File: src/rtl/mem_bus_arb_pkg.sv
// Shared types and constants for the two-master PicoRV32 memory bus arbiter.
// Holds the arbiter state encoding, default timeout read data and watchdog counter width.
package mem_bus_arb_pkg;

    typedef enum logic [1:0] {
        IDLE = 2'd0,
        GNT0 = 2'd1,
        GNT1 = 2'd2
    } arb_state_t;

    localparam logic [31:0] ERR_RDATA_DEFAULT = 32'hDEAD_BEEF;
    localparam int          WDOG_CNT_W        = 16;

endpackage

File: src/rtl/mem_bus_arb_wdog.sv
// Transaction watchdog: counts granted cycles without slave ready, flags the limit cycle.
// Latency: expire is combinational from the count; count clears on start, steps while busy and not done.
// Backpressure: none; done in the limit cycle suppresses expire so normal completion wins.
module mem_bus_arb_wdog
    import mem_bus_arb_pkg::*;
#(
    parameter int unsigned TIMEOUT_CYCLES = 255
) (
    input  logic clk,
    input  logic rst_n,
    input  logic start,
    input  logic busy,
    input  logic done,
    output logic expire
);

    localparam logic [WDOG_CNT_W-1:0] LIMIT = WDOG_CNT_W'(TIMEOUT_CYCLES - 1);

    logic [WDOG_CNT_W-1:0] cnt;

    always_ff @(posedge clk or negedge rst_n) begin
        if (!rst_n) begin
            cnt <= '0;
        end else if (start) begin
            cnt <= '0;
        end else if (busy && !done) begin
            cnt <= cnt + 1'b1;
        end
    end

    assign expire = busy && !done && (cnt == LIMIT);

endmodule

File: src/rtl/mem_bus_arbiter.sv
// Round-robin two-master arbiter for the PicoRV32 native bus; optional watchdog via MEM_BUS_ARB_TIMEOUT_EN.
// Latency: 1 cycle request-to-grant; ready/rdata pass through combinationally; one IDLE bubble per access.
// Backpressure: grant held until s_mem_ready (or watchdog expiry); the loser sees ready=0, rdata=0.
module mem_bus_arbiter
    import mem_bus_arb_pkg::*;
#(
    parameter int unsigned TIMEOUT_CYCLES = 255,
    parameter logic [31:0] ERR_RDATA      = ERR_RDATA_DEFAULT
) (
    input  logic        clk,
    input  logic        rst_n,
    input  logic        m0_mem_valid,
    input  logic        m0_mem_instr,
    input  logic [31:0] m0_mem_addr,
    input  logic [31:0] m0_mem_wdata,
    input  logic [3:0]  m0_mem_wstrb,
    output logic        m0_mem_ready,
    output logic [31:0] m0_mem_rdata,
    input  logic        m1_mem_valid,
    input  logic        m1_mem_instr,
    input  logic [31:0] m1_mem_addr,
    input  logic [31:0] m1_mem_wdata,
    input  logic [3:0]  m1_mem_wstrb,
    output logic        m1_mem_ready,
    output logic [31:0] m1_mem_rdata,
    output logic        s_mem_valid,
    output logic        s_mem_instr,
    output logic [31:0] s_mem_addr,
    output logic [31:0] s_mem_wdata,
    output logic [3:0]  s_mem_wstrb,
    input  logic        s_mem_ready,
    input  logic [31:0] s_mem_rdata,
    output logic [1:0]  grant
`ifdef MEM_BUS_ARB_TIMEOUT_EN
    ,
    output logic        timeout_err
`endif
);

    if (TIMEOUT_CYCLES < 1 || TIMEOUT_CYCLES > 65535) begin : g_bad_timeout
        $error("mem_bus_arbiter: TIMEOUT_CYCLES out of range 1..65535");
    end

    arb_state_t state;
    logic       last;
    logic       expire;

`ifdef MEM_BUS_ARB_TIMEOUT_EN
    logic wdog_start;
    logic wdog_busy;

    assign wdog_start = (state == IDLE) && (m0_mem_valid || m1_mem_valid);
    assign wdog_busy  = (state != IDLE);

    mem_bus_arb_wdog #(
        .TIMEOUT_CYCLES(TIMEOUT_CYCLES)
    ) u_wdog (
        .clk   (clk),
        .rst_n (rst_n),
        .start (wdog_start),
        .busy  (wdog_busy),
        .done  (s_mem_ready),
        .expire(expire)
    );

    always_ff @(posedge clk or negedge rst_n) begin
        if (!rst_n) begin
            timeout_err <= 1'b0;
        end else if (expire) begin
            timeout_err <= 1'b1;
        end
    end
`else
    assign expire = 1'b0;
`endif

    // last holds the most recently granted master; a tie goes to the other one.
    always_ff @(posedge clk or negedge rst_n) begin
        if (!rst_n) begin
            state <= IDLE;
            last  <= 1'b1;
            grant <= 2'b00;
        end else begin
            case (state)
                IDLE: begin
                    if (m0_mem_valid && (!m1_mem_valid || last)) begin
                        state <= GNT0;
                        last  <= 1'b0;
                        grant <= 2'b01;
                    end else if (m1_mem_valid) begin
                        state <= GNT1;
                        last  <= 1'b1;
                        grant <= 2'b10;
                    end
                end
                GNT0, GNT1: begin
                    if (s_mem_ready || expire) begin
                        state <= IDLE;
                        grant <= 2'b00;
                    end
                end
                default: begin
                    state <= IDLE;
                    grant <= 2'b00;
                end
            endcase
        end
    end

    always_comb begin
        s_mem_valid  = 1'b0;
        s_mem_instr  = 1'b0;
        s_mem_addr   = '0;
        s_mem_wdata  = '0;
        s_mem_wstrb  = '0;
        m0_mem_ready = 1'b0;
        m0_mem_rdata = '0;
        m1_mem_ready = 1'b0;
        m1_mem_rdata = '0;
        case (state)
            GNT0: begin
                s_mem_valid  = m0_mem_valid && !expire;
                s_mem_instr  = m0_mem_instr;
                s_mem_addr   = m0_mem_addr;
                s_mem_wdata  = m0_mem_wdata;
                s_mem_wstrb  = m0_mem_wstrb;
                m0_mem_ready = s_mem_ready || expire;
                m0_mem_rdata = expire ? ERR_RDATA : s_mem_rdata;
            end
            GNT1: begin
                s_mem_valid  = m1_mem_valid && !expire;
                s_mem_instr  = m1_mem_instr;
                s_mem_addr   = m1_mem_addr;
                s_mem_wdata  = m1_mem_wdata;
                s_mem_wstrb  = m1_mem_wstrb;
                m1_mem_ready = s_mem_ready || expire;
                m1_mem_rdata = expire ? ERR_RDATA : s_mem_rdata;
            end
            default: ;
        endcase
    end

endmodule

File: config.mk
export PLATFORM = sky130hd
export DESIGN_NAME = mem_bus_arbiter
export DESIGN_NICKNAME = d
export VERILOG_FILES = /design/src/rtl/mem_bus_arb_pkg.sv /design/src/rtl/mem_bus_arb_wdog.sv /design/src/rtl/mem_bus_arbiter.sv
export SDC_FILE = /design/constraint.sdc
export NUM_CORES = 1
export LEC_CHECK = 0
export CORE_AREA = 4 4 118 120
export DETAILED_ROUTE_END_ITERATION = 12
export DIE_AREA = 0 0 122 124
export SYNTH_ARGS = -nofsm -noshare
export SYNTH_HDL_FRONTEND = slang
export SYNTH_SLANG_ARGS = --single-unit
export TNS_END_PERCENT = 1
File: constraint.sdc
create_clock -name clk -period 4.3 [get_ports clk]
set_clock_uncertainty 0.15 [all_clocks]
set_input_delay 0.645 -clock clk [delete_from_list [all_inputs] [get_ports clk]]
set_output_delay 0.645 -clock clk [all_outputs]
set_load 0.005 [all_outputs]
==> impl_metrics.ini <==
[status]
status = finished clean

[placed_design]
dp_hpwl_mm = 9.60
portBuffers = 312
place_inst = 719
place.gp.congestion = 0.775
placed_area_um2 = 4980

[timing]
finalCritPeriodShare = 0.782
setup_viol = 0
slew_viol_final = 0
slew_headroom = 0.566
period_minus_slack_ps = 3360
setup_tns_ps = 0
rsz0062_at_grt = false
finalHoldViolCount = 0
max_freq_ghz = 0.297
tightestPinTransition_ps = 650

[worst_setup_path]
worstSetupStartpointType = register
cp_top_family = buffers and inverters
required_ps = 3500
arrival_ps = 2570
crit_buf_inv = 3
reg2regPathDepth = 5
r2r_start = state[1]$_DFFE_PN0P_
rr_endpoint = state[1]$_DFFE_PN0P_
critPathMaxStageDelay_ps = 710
critPathKind = reg2out
worst_path_max_delay_cell = ha_2
cp_max_fo = 37
reg2reg_slack_ps = 2350
end_kind = output port
worstPathCellList = inv_1, ha_2, buf_4, nor2b_1, clkdlybuf4s50_1

[routing]
wl_per_cell_um = 15.6
drc_errors = 0
drtPass1Iterations = 4
vias = 2965
postRouteAntennaNets = 0
drt_iter0_markers = 68
wl_mm = 11.3
avgViaCountPerCell = 4.10

[clock_network]
numCtsBuffers = 3
clk_pin_slew_worst_paths_ps = 30
clock_latency_ps = 230
cts.htree.levels = 1
cts_resized = 0
cts_setup_buffers = 0
tritoncts = built
holdBufCountCts = 0
cts_num_sinks = 3
cts_root_buf = clkbuf_16
clk_path_buf_depth = 2

[final_layout]
final_area_um2 = 5060
nFillCells = 1314
mostFrequentLayoutCells = 312 x clkdlybuf4s50_1, 70 x a22oi_1, 70 x nor2b_1
diodes = 0
final_cells = 723
nets = 726
final_layout_size_suffix_gt1_frac = 0.0219
final_common_cell = clkdlybuf4s50_1
syn2layout_area_growth_pct = 195

[logic_synthesis]
synth_seq_area_share = 0.0444
yosysTopAreaCellShare = 0.306
syn_area_per_cell_um2 = 6.74
yosysWarnings = 0
synth_area_leader_cell = a22oi_1
syn_area_um2 = 1720
synth_seq_cells = 3
syn_nets = 433
yosys-top-cells-area = a22oi_1 31%, nor2b_1 25%, and2_1 24%, buf_4 3.5%, dfrtp_1 2.9%
ys_types = 18
netlist_instances = 255

[worst_hold_path]
holdPathStages = 2
min-delay-start = last$_DFFE_PN1P_
holdPathEnd = last$_DFFE_PN1P_
hp-class = reg2reg

[power_and_ir_drop]
p_leak_nw = 1.72
ir_worst_vdd_uv = 267
p_per_area_nw_per_um2 = 403

[global_route]
grt_usage = 0.128
overflow = 0
antenna_found_initial = 0
grt_max_degree = 61
grt_pass1_wl_mm = 15.4
grt_pass1_vias = 2937

[die]
start_util = 0.132
core-area_um2 = 13000
rows = 42
die_area_um2 = 15100
fp.dieH_um = 124
die_w_um = 122
io_pins = 313

[run]
max_cap_viol_count = 0
==> how the worst max path moves through the flow <==
stage | startpoint | to | slack (ps) | cells after the start
2_1_floorplan | state[0]$_DFFE_PN0P_ | s_mem_addr[0] | 2300 | 6
3_3_place_gp | state[0]$_DFFE_PN0P_ | s_mem_wdata[4] | 1180 | 6
3_5_place_dp | state[1]$_DFFE_PN0P_ | s_mem_wdata[6] | 1130 | 5
4_1_cts | state[1]$_DFFE_PN0P_ | s_mem_wdata[23] | 880 | 5
5_1_grt | state[1]$_DFFE_PN0P_ | s_mem_wdata[23] | 740 | 5
6_report | state[1]$_DFFE_PN0P_ | s_mem_wdata[23] | 940 | 5
==> per-layer routing <==
layer,up-vias,wire [um],global-route usage
met5,-,0,0
met4,0,68,0.0196
met3,6,1520,0.0599
met2,182,5950,0.248
met1,1302,3750,0.127
li1,1475,-,-
==> registers in the layout, summed over array words and instances, names as in the netlist <==
register  cells
state         2
last          1
==> cells by family (layout without fill, tap and decap cells) <==
kind of cell	after synthesis	count (layout)	share of synthesized area
buf+inv	33	325	0.0991
flops	3	3	0.0444
simple gates	139	139	0.505
compound gates	77	77	0.330
fa+ha+maj	3	3	0.0219
==> synthesized netlist by cell type <==
library cell / number
a31oi_1: 1
a22oi_1: 70
nand2_1: 1
buf_4: 8
clkbuf_2: 6
buf_2: 7
inv_1: 4
dfrtp_1: 2
a21oi_1: 3
dfstp_2: 1
ha_1: 3
o211ai_1: 1
nor2b_1: 70
nand3_1: 1
and2_1: 66
clkbuf_1: 8
and2b_1: 1
o22ai_1: 2
==> final cells by class <==
type	instances	area, um^2	share of cell area
inverters	4	15.0	0.00297
flip-flops and latches	3	76.3	0.0151
multi-input cells	219	1500	0.296
clock buffers	4	78.8	0.0156
well taps	176	220	0.0435
repair buffers	317	3170	0.627
==> metrics by stage <==
stage	power (mW)	worst slack [ps]	utilization	hold slack, ps
final	2.04	938	0.390	391
after global routing	2.21	736	0.390	412
after CTS	2.08	880	0.390	388
after detailed placement	1.93	1130	0.384	384
after global placement	1.91	1180	0.384	369
after floorplan	0.920	2300	-	199
==> worst register-to-register path, cell delays in order (launching register included) <==
cell     delay [ps]
dfrtp_1         400
inv_1           120
ha_2            710
and2b_1         270
a21oi_1          60
o22ai_1         150
==> where the power goes <==
group,switching (mW),leakage [nW],internal (mW)
Clock,0.0263,0.0382,0.122
Combinational,0.739,1.65,1.09
Sequential,0.0148,0.0363,0.0446
Power figures use the tool's default switching activity.
